==> src/rtl/light_pkg.sv <==
// Pattern encodings and request priority decode, reused by the taillight sequencing FSM.
package light_pkg;

  localparam logic [1:0] LR_OFF    = 2'b00;
  localparam logic [1:0] LR_LEFT   = 2'b10;
  localparam logic [1:0] LR_RIGHT  = 2'b01;
  localparam logic [1:0] LR_HAZARD = 2'b11;

  // The state encoding doubles as the lr pattern select.
  typedef enum logic [1:0] {
    StIdle   = LR_OFF,
    StLeft   = LR_LEFT,
    StRight  = LR_RIGHT,
    StHazard = LR_HAZARD
  } light_state_e;

  // Priority hazard > left > right; LR_OFF means no valid request.
  function automatic logic [1:0] prio_decode(input logic left, input logic right,
                                             input logic hazard, input logic hazard_en);
    if (hazard_en && (hazard || (left && right))) return LR_HAZARD;
    if (left && right) return LR_OFF;
    if (left) return LR_LEFT;
    if (right) return LR_RIGHT;
    return LR_OFF;
  endfunction

  function automatic logic [1:0] prio_rank(input logic [1:0] lr);
    case (lr)
      LR_HAZARD: return 2'd3;
      LR_LEFT:   return 2'd2;
      LR_RIGHT:  return 2'd1;
      default:   return 2'd0;
    endcase
  endfunction

endpackage

==> src/rtl/tick_gen.sv <==
// Free-running step-tick divider: tick_o is high for one clk every Div clks.
module tick_gen #(
  parameter int unsigned Div = 25_000_000
) (
  input  logic clk_i,
  input  logic rst_ni,
  output logic tick_o
);

  localparam int unsigned CntW = $clog2(Div);
  localparam logic [CntW-1:0] CntMax = CntW'(Div - 1);

  logic [CntW-1:0] cnt_q, cnt_d;

  assign tick_o = (cnt_q == CntMax);

  always_comb begin
    cnt_d = cnt_q + 1'b1;
    if (tick_o) cnt_d = '0;
  end

  always_ff @(posedge clk_i or negedge rst_ni) begin
    if (!rst_ni) cnt_q <= '0;
    else         cnt_q <= cnt_d;
  end

endmodule

==> src/rtl/turn_signal_sched.sv <==
// Turn-signal scheduler: paces the light FSM and applies prioritised requests on sweep boundaries.
// Define TURN_SIGNAL_HAZARD_EN to enable the hazard pattern (req_hazard_i, left+right -> hazard).
module turn_signal_sched
  import light_pkg::*;
#(
  parameter int unsigned Div       = 25_000_000,
  parameter int unsigned SweepLen  = 4,
  parameter int unsigned MaxSweeps = 8,
  localparam int unsigned PhaseW   = ($clog2(SweepLen) > 2) ? $clog2(SweepLen) : 2
) (
  input  logic              clk_i,
  input  logic              rst_ni,
  input  logic              req_left_i,
  input  logic              req_right_i,
  input  logic              req_hazard_i,
  input  logic              cancel_i,
  output logic              tick_o,
  output logic [1:0]        lr_o,
  output logic [PhaseW-1:0] phase_o,
  output logic              sweep_done_o,
  output logic              busy_o
);

`ifdef TURN_SIGNAL_HAZARD_EN
  localparam logic HazardEn = 1'b1;
`else
  localparam logic HazardEn = 1'b0;
`endif

  localparam int unsigned SweepW = (MaxSweeps > 1) ? $clog2(MaxSweeps) : 1;
  localparam logic [PhaseW-1:0] PhaseLast = PhaseW'(SweepLen - 1);
  localparam logic [SweepW-1:0] SweepLast = SweepW'(MaxSweeps - 1);

  light_state_e      state_q, state_d;
  logic [PhaseW-1:0] phase_q, phase_d;
  logic [SweepW-1:0] sweeps_q, sweeps_d;
  logic [1:0]        pend_q, pend_d;
  logic              cancel_pend_q, cancel_pend_d;
  logic              tick, wrap, cur_req;
  logic [1:0]        req_lr;

  tick_gen #(
    .Div(Div)
  ) u_tick_gen (
    .clk_i (clk_i),
    .rst_ni(rst_ni),
    .tick_o(tick)
  );

  assign req_lr = prio_decode(req_left_i, req_right_i, req_hazard_i, HazardEn);
  assign wrap   = tick && (state_q != StIdle) && (phase_q == PhaseLast);

  always_comb begin
    case (state_q)
      StLeft:   cur_req = req_left_i;
      StRight:  cur_req = req_right_i;
      StHazard: cur_req = HazardEn & (req_hazard_i | (req_left_i & req_right_i));
      default:  cur_req = 1'b0;
    endcase
  end

  always_comb begin
    state_d       = state_q;
    phase_d       = phase_q;
    sweeps_d      = sweeps_q;
    pend_d        = pend_q;
    cancel_pend_d = cancel_pend_q;

    if (tick) begin
      if (state_q == StIdle) begin
        cancel_pend_d = 1'b0;
        if (pend_q != LR_OFF) begin
          state_d  = light_state_e'(pend_q);
          phase_d  = '0;
          sweeps_d = '0;
          pend_d   = LR_OFF;
        end
      end else if (wrap) begin
        phase_d = '0;
        if (cancel_pend_q) begin
          state_d       = StIdle;
          cancel_pend_d = 1'b0;
        end else if ((pend_q != LR_OFF) && (pend_q != state_q)) begin
          state_d  = light_state_e'(pend_q);
          sweeps_d = '0;
          pend_d   = LR_OFF;
        end else if (cur_req) begin
          sweeps_d = '0;
        end else if (sweeps_q == SweepLast) begin
          state_d = StIdle;
        end else begin
          sweeps_d = sweeps_q + 1'b1;
        end
      end else begin
        phase_d = phase_q + 1'b1;
      end
    end

    // Latch after the boundary decision; a request for the pattern already running is not pending.
    if (cancel_i) begin
      pend_d        = LR_OFF;
      cancel_pend_d = 1'b1;
    end else if ((req_lr != LR_OFF) && (req_lr != state_d) &&
                 (prio_rank(req_lr) > prio_rank(pend_d))) begin
      pend_d = req_lr;
    end
  end

  always_ff @(posedge clk_i or negedge rst_ni) begin
    if (!rst_ni) begin
      state_q       <= StIdle;
      phase_q       <= '0;
      sweeps_q      <= '0;
      pend_q        <= LR_OFF;
      cancel_pend_q <= 1'b0;
    end else begin
      state_q       <= state_d;
      phase_q       <= phase_d;
      sweeps_q      <= sweeps_d;
      pend_q        <= pend_d;
      cancel_pend_q <= cancel_pend_d;
    end
  end

  assign tick_o       = tick;
  assign lr_o         = state_q;
  assign phase_o      = phase_q;
  assign sweep_done_o = wrap;
  assign busy_o       = (state_q != StIdle);

endmodule

==> config.mk <==
export PLATFORM = sky130hd
export DESIGN_NAME = turn_signal_sched
export DESIGN_NICKNAME = d
export VERILOG_FILES = /design/src/rtl/light_pkg.sv /design/src/rtl/tick_gen.sv /design/src/rtl/turn_signal_sched.sv
export SDC_FILE = /design/constraint.sdc
export NUM_CORES = 1
export LEC_CHECK = 0
export ABC_AREA = 1
export BUFFER_PORTS_ARGS = -buffer_cell sky130_fd_sc_hd__buf_2
export CORE_ASPECT_RATIO = 0.6
export CORE_MARGIN = 2
export CORE_UTILIZATION = 49
export CTS_CLUSTER_SIZE = 10
export DETAILED_ROUTE_END_ITERATION = 8
export GPL_ROUTABILITY_DRIVEN = 1
export HOLD_SLACK_MARGIN = 0.15
export PLACE_DENSITY = 0.66
export SYNTH_ARGS = -nofsm -noshare
export SYNTH_HDL_FRONTEND = slang
export SYNTH_SLANG_ARGS = --single-unit
==> constraint.sdc <==
create_clock -name clk_i -period 6.2 [get_ports clk_i]
set_input_delay 1.24 -clock clk_i [delete_from_list [all_inputs] [get_ports clk_i]]
set_output_delay 1.24 -clock clk_i [all_outputs]
set_load 0.1 [all_outputs]
==> metrics.csv, run 1 <==
stage,metric,value,unit
pwr,powerDensity,181,nW/µm²
clock_network,clock_sinks,35,
placed_design,placed_area,2360,µm²
global_route,grt_pass1_wl,8.78,mm
worst_setup_path,critPathTopFamily,buffers and inverters,
clock_network,hold_buffers,0,
clock_network,cts-root-buf,clkbuf_8,
finish,mostFrequentLayoutCell,nand2_1,
clock_network,clkLatencyLatePin,0.29,ns
synth,ys_seq_area_frac,0.392,
drt,via_per_inst,5.15,
min_path,hp-class,flip-flop to flip-flop,
synth,synth_area,2240,µm²
finish,syn_to_final_growth,9.91,%
placed_design,dp_slack,2.90,ns
finish,final_util,0.580,
clock_network,path_clk_slew,0.07,ns
die,dieArea,5140,µm²
die,die_y,56.3,µm
clock_network,numCtsBuffers,5,
drt,route.detailed.drc,0,
synth,synthCells,297,
clock_network,cts_tree,done,
synth,synthArstFlopShare,1.00,
drt,num_vias,1925,
sta,relSlewSlack,0.443,
worst_setup_path,cp_cell_sequence,ha_1 > nand2_1 > nor2_4 > nand2_2 > nor2_2 > nand2_4 > inv_1 > buf_2,
finish,num_antenna_cells,0,
worst_setup_path,slowest_delay,0.51,ns
finish,final_cell_mix,"nand2_1 (69), inv_1 (38), dfrtp_1 (35)",
drt,postRouteAntennaNets,0,
worst_setup_path,required,4.96,ns
synth,ys_types,32,
global_route,first_global_vias,1756,
global_route,antenna_found_initial,0,
worst_setup_path,cp_slowest_cell,buf_2,
synth,synth_edf_count,0,
placed_design,portBuffers,11,
worst_setup_path,endpoint_kind,output port,
finish,fin_nets,330,
flow_run,drv_cap,0,
pwr,p_leak,1.23,nW
worst_setup_path,cp_max_fo,11,
die,start_util,0.528,
finish,drive_gt1_frac,0.169,
sta,hold_viol_final,0,
drt,drt_iter0_markers,203,
sta,clock_skew,0.00423,ns
drt,wl_per_cell,13.3,µm
sta,finalCritPeriodShare,0.584,
sta,setup_ws,2.58,ns
pwr,ir_worst_vdd,0.0000985,V
global_route,grt_max_degree,36,
sta,slew_violations,0,
clock_network,cts_htree_levels,2,
worst_setup_path,criticalPathCategory,flip-flop to output port,
synth,ys_warn_count,0,
global_route,grt-ovfl-total,0,
placed_design,gp_congestion,0.887,
synth,postSynthAreaPerCell,7.53,µm²
sta,finalSetupViolCount,0,
sta,max_freq,276,MHz
worst_setup_path,cp-start-kind,flip-flop,
worst_setup_path,worst-path-buf-inv,2,
die,num_io_pins,13,
die,dieWidth,91.2,µm
worst_setup_path,worstPathArrival,2.38,ns
clock_network,postCtsResizedCells,0,
global_route,gr-usage-all-layers,0.218,
die,row_count,18,
die,core_area,4230,µm²
synth,synth_nets,314,
sta,finalSetupTns,0,ns
drt,first_pass_iters,4,
finish,final_area,2460,µm²
sta,tightest_slew,0.828,ns
placed_design,post-dp-hpwl,3.91,mm
finish,nFillCells,414,
clock_network,clockBufferDepth,2,
clock_network,cts_setup_buffers,0,
sta,finalCriticalPeriod,3.62,ns
synth,yosys_most_used_dff,dfrtp_1,
synth,ys_ff_latch,35,
run_status,status,completed,
drt,routed_wl,4.97,mm
sta,rsz0062_at_grt,false,
pwr,power,0.445,mW
per-stage QoR:
step                cells  hold slack [ns]
floorplan             297            0.425
global placement      366            0.440
detailed placement    366            0.462
CTS                   374            0.471
global route          374            0.489
finish                374            0.467
worst paths after layout:
path / end / slack (ns) / from / cells after the start
max: tick_o / 2.58 / u_tick_gen.cnt_q[0] / 8
min: u_tick_gen.cnt_q[0] / 0.47 / u_tick_gen.cnt_q[0] / 1
max reg2reg: pend_q[0] / 3.14 / u_tick_gen.cnt_q[0] / 14
min reg2reg: u_tick_gen.cnt_q[0] / 0.47 / u_tick_gen.cnt_q[0] / 1
max in group asynchronous: u_tick_gen.cnt_q[11] / 4.67 / rst_ni / 1
min in group asynchronous: u_tick_gen.cnt_q[18] / 1.03 / rst_ni / 1
report_power, final:
part           internal [mW]  switching [mW]  total [mW]
clock network          0.101          0.0795       0.181
logic                 0.0101          0.0215      0.0315
registers              0.230         0.00221       0.232
total                  0.342           0.103       0.445
registers in the layout (all words and copies together) (netlist names):
name,count
cancel_pend_q,1
phase_o,2
u_tick_gen.cnt_q,25
sweeps_q,3
pend_q,2
lr_o,2
metal layers:
metal,global-route usage,share of wire
met1,0.375,0.57
met2,0.254,0.33
met3,0.0510,0.085
met4,0.0584,0.012
met5,0,0
area by class of cell:
cell class,count,area [µm²],area share
timing repair buffer,11,55.1,0.0224
clock buffer,8,100,0.0407
inverter,49,184,0.0748
tap,60,75.1,0.0305
sequential,35,876,0.356
multi-input combinational,211,1170,0.475
cells by family after synthesis:
kind of cell | count (synthesis) | share of synthesized area
xor gates and xnor gates | 9 | 0.0353
muxes | 1 | 0.00448
AOI/OAI and AO/OA | 25 | 0.0672
buffers and inverters | 51 | 0.0862
DFF | 35 | 0.392
and+or+nand+nor | 165 | 0.354
adders and majority gates | 11 | 0.0616
cells in the mapped netlist (2+ instances only):
cell | count | share of area
nand3_1 | 18 | 0.040
inv_2 | 10 | 0.017
o21ai_0 | 4 | 0.0090
inv_1 | 38 | 0.064
nand2_1 | 69 | 0.12
xor2_1 | 9 | 0.035
nor4_1 | 3 | 0.0084
dfrtp_1 | 35 | 0.39
nor2_2 | 8 | 0.022
nand2_2 | 6 | 0.017
nand4_1 | 6 | 0.017
nor2_1 | 27 | 0.045
a31oi_1 | 2 | 0.0056
a21oi_1 | 10 | 0.022
o21ai_1 | 2 | 0.0045
nor2_4 | 6 | 0.030
a211oi_1 | 2 | 0.0067
nor3_1 | 17 | 0.038
ha_1 | 11 | 0.062
nand3_2 | 2 | 0.0090
Note: power is estimated with default switching activity, not from simulation.
==> run 2: changes to the inputs <==
--- a/config.mk
+++ b/config.mk
@@ -5,7 +5,7 @@
 export SDC_FILE = /design/constraint.sdc
 export NUM_CORES = 1
 export LEC_CHECK = 0
-export ABC_AREA = 1
+export ABC_AREA = 0
 export BUFFER_PORTS_ARGS = -buffer_cell sky130_fd_sc_hd__buf_2
 export CORE_ASPECT_RATIO = 0.6
 export CORE_MARGIN = 2
@@ -14,7 +14,7 @@
 export DETAILED_ROUTE_END_ITERATION = 8
 export GPL_ROUTABILITY_DRIVEN = 1
 export HOLD_SLACK_MARGIN = 0.15
-export PLACE_DENSITY = 0.66
+export PLACE_DENSITY = 0.69
 export SYNTH_ARGS = -nofsm -noshare
 export SYNTH_HDL_FRONTEND = slang
 export SYNTH_SLANG_ARGS = --single-unit
==> constraint.sdc (replaced) <==
create_clock -name clk_i -period 3.2 [get_ports clk_i]
set_input_delay 0.64 -clock clk_i [delete_from_list [all_inputs] [get_ports clk_i]]
set_output_delay 0.64 -clock clk_i [all_outputs]
set_load 0.1 [all_outputs]
==> run 2 against run 1 <==
Net effect:
- hold slack worse by 0.043 ns
- total power increased by 120%
- cell area shrank 3.2%
- largest power group unchanged
==> metrics.csv, run 2 <==
stage,metric,value,unit,change
synth,postSynthAreaPerCell,9.47,µm²,+26%
synth,synth_area,2060,µm²,-8.1%
synth,synthTopCellsByCount,"dfrtp_1 (35), nor2_1 (24), nand2_1 (21)",,
finish,reg_top3,"u_tick_gen.cnt_q (25), sweeps_q (3)",,
pwr,ir_worst_vdd,0.000259,V,+160%
worst_setup_path,r2r_slack,0.23,ns,-2.91 ns
sta,finalCriticalPeriod,2.97,ns,
worst_setup_path,endpoint_kind,flip-flop,,
drt,num_vias,1608,,-16%
clock_network,cts_setup_buffers,0,,unchanged
sta,relSlewSlack,0.490,,+0.0472
clock_network,clkLatencyLatePin,0.29,ns,about the same
clock_network,cts_tree,done,,
synth,yosys-top-cells-area,"dfrtp_1 (43%), ha_1 (6.7%), xor2_1 (6.0%)",,
finish,final_area,2380,µm²,-3.2%
synth,synth_top_family_by_area,simple AND/OR/NAND/NOR gates,,
die,row_count,18,,unchanged
finish,nFillCells,356,,-14%
synth,ys_warn_count,0,,unchanged
worst_setup_path,critPathTopFamily,simple AND/OR/NAND/NOR gates,,
pwr,p_leak,1.17,nW,-5.2%
finish,regMostFlops,u_tick_gen.cnt_q,,
worst_setup_path,cp-start-kind,flip-flop,,
worst_setup_path,required,3.37,ns,-1.59 ns
synth,yosys.area_share.simple,0.290,,-0.0640
clock_network,clock_sinks,35,,unchanged
die,start_util,0.504,,-0.0238
finish,largest_register_ffs,25,,unchanged
worst_setup_path,cp_max_fo,6,,-5
die,core_area,4080,µm²,-3.7%
clock_network,cts-root-buf,clkbuf_8,,
synth,ys_seq_area_frac,0.426,,+0.0343
synth,ys_types,42,,+31%
synth,synth_fa_ha_area_frac,0.0670,,+0.00540
clock_network,clockBufferDepth,2,,unchanged
sta,hold_viol_final,0,,unchanged
synth,yosys_most_used_dff,dfrtp_1,,
sta,max_freq,336,MHz,
synth,synth_nets,234,,-25%
synth,synthArstFlopShare,1.00,,unchanged
finish,fin_nets,259,,-22%
pwr,powerDensity,409,nW/µm²,+130%
sta,finalCritPeriodShare,0.929,,
global_route,first_global_vias,1375,,-22%
global_route,gr-usage-all-layers,0.205,,-0.0131
finish,num_antenna_cells,0,,unchanged
run_status,status,completed,,
global_route,grt_pass1_wl,7.04,mm,-20%
placed_design,post-dp-hpwl,3.22,mm,-18%
global_route,antenna_found_initial,0,,unchanged
sta,finalSetupViolCount,0,,unchanged
synth,synth_top_cell_by_area,dfrtp_1,,
sta,worst_hold_slack,0.424,ns,-0.0426 ns
sta,tightest_slew,0.765,ns,-0.0632 ns
finish,multi_input_area,1140,µm²,-2.7%
global_route,grt-ovfl-total,0,,unchanged
finish,mostFrequentLayoutCell,dfrtp_1,,
synth,synth_compound_area_frac,0.0980,,+0.0308
worst_setup_path,criticalPathCategory,flip-flop to flip-flop,,
finish,final_cell_mix,"dfrtp_1 (33), nor2_1 (24), nand2_1 (21)",,
placed_design,portBuffers,11,,unchanged
synth,synthCells,217,,-27%
finish,drive_gt1_frac,0.181,,+0.0123
die,num_io_pins,13,,unchanged
min_path,hp-class,input port to asynchronous set/reset pin,,
worst_setup_path,worstPathArrival,3.14,ns,+0.76 ns
synth,synth-xor-area-share,0.0937,,+0.0585
drt,via_per_inst,5.31,,+3.1%
placed_design,gp_congestion,0.853,,-3.8%
pwr,power,0.974,mW,+120%
drt,postRouteAntennaNets,0,,unchanged
synth,yosysMostFrequentCell,dfrtp_1,,
finish,syn_to_final_growth,15.8,%,
worst_setup_path,worst-path-buf-inv,1,,-1
die,dieWidth,87.6,µm,-3.9%
worst_setup_path,cp_slowest_cell,or4_1,,
die,die_y,54.2,µm,-3.8%
sta,slew_violations,0,,unchanged
synth,netlist.area_leader.share,0.426,,+0.0343
drt,route.detailed.drc,0,,unchanged
clock_network,path_clk_slew,0.07,ns,about the same
clock_network,cts_htree_levels,2,,unchanged
drt,first_pass_iters,4,,unchanged
clock_network,numCtsBuffers,5,,unchanged
drt,routed_wl,4.27,mm,-14%
sta,finalSetupTns,0,ns,unchanged
finish,regArea,878,µm²,+0.29%
flow_run,drv_cap,0,,unchanged
clock_network,postCtsResizedCells,0,,unchanged
placed_design,placed_area,2270,µm²,-3.6%
worst_setup_path,slowest_delay,0.49,ns,-0.02 ns
synth,ys_ff_latch,35,,unchanged
drt,wl_per_cell,14.1,µm,+6.0%
synth,synth_mux_area_frac,0,,-0.00448
sta,clock_skew,0.0102,ns,+0.00594 ns
clock_network,hold_buffers,0,,unchanged
synth,synth_edf_count,0,,unchanged
global_route,grt_max_degree,36,,unchanged
die,dieArea,4750,µm²,-7.6%
worst_setup_path,cp_cell_sequence,nand2b_1 > nor4_4 > nand4_1 > o21a_1 > inv_1 > ha_1 > a21oi_1 > a211oi_2 > nand3b_1 > and3b_1 > or4_1,,
drt,drt_iter0_markers,155,,-24%
[run 2: cell count changes in the layout (fill, tap and decap cells not counted), sizes merged, moves of 6 or more]
cell | before | now
nand2 | 76 | 21
and3 | 1 | 7
nor2 | 41 | 24
a21oi | 10 | 4
xnor2 | 0 | 8
inv | 48 | 10
nor3 | 17 | 5
buf | 11 | 21
[run 2: kinds of logic after synthesis]
family,Yosys count
AOI/OAI and AO/OA,29
xor gates and xnor gates,22
adders and majority gates,11
buffers and inverters,14
DFF,35
and+or+nand+nor,106
[run 2: layout make-up]
| class | count | share of cell area |
|---|---|---|
| Inverter | 11 | 0.0189 |
| Tap cell | 60 | 0.0315 |
| Sequential cell | 35 | 0.369 |
| Clock buffer | 8 | 0.0421 |
| Multi-Input combinational cell | 168 | 0.477 |
| Timing Repair Buffer | 21 | 0.0610 |
[run 2: path summary, 6_finish.rpt]
path | cells after the start | endpoint | startpoint
worst max-delay path | 11 | pend_q[0] | u_tick_gen.cnt_q[17]
worst min-delay path | 1 | u_tick_gen.cnt_q[15] | rst_ni
worst max register to register | 11 | pend_q[0] | u_tick_gen.cnt_q[17]
worst min register to register | 1 | u_tick_gen.cnt_q[4] | u_tick_gen.cnt_q[4]
max in group asynchronous | 1 | lr_o[1] | rst_ni
min in group clk_i | 1 | u_tick_gen.cnt_q[4] | u_tick_gen.cnt_q[4]
[run 2: through the flow]
| step | setup WS [ns] | utilization | std cells |
|---|---|---|---|
| floorplan | 0.0207 | - | 217 |
| global placement | 0.142 | 0.557 | 295 |
| detailed placement | 0.164 | 0.557 | 295 |
| CTS | 0.139 | 0.582 | 303 |
| global route | -0.0210 | 0.584 | 303 |
| finish | 0.227 | 0.584 | 303 |
[run 2: layer usage]
metal | up-vias | track usage | wire length (µm)
met5 | - | 0 | 0
met4 | 0 | 0.0538 | 23
met3 | 4 | 0.0506 | 282
met2 | 41 | 0.242 | 1570
met1 | 745 | 0.347 | 2390
li1 | 818 | - | -
[run 2: report_power, final]
part	total [mW]	switching [mW]	leakage, nW	internal [mW]
sequential	0.469	0.0162	0.465	0.453
clock	0.351	0.154	0.0515	0.196
combinational	0.154	0.0901	0.651	0.0635
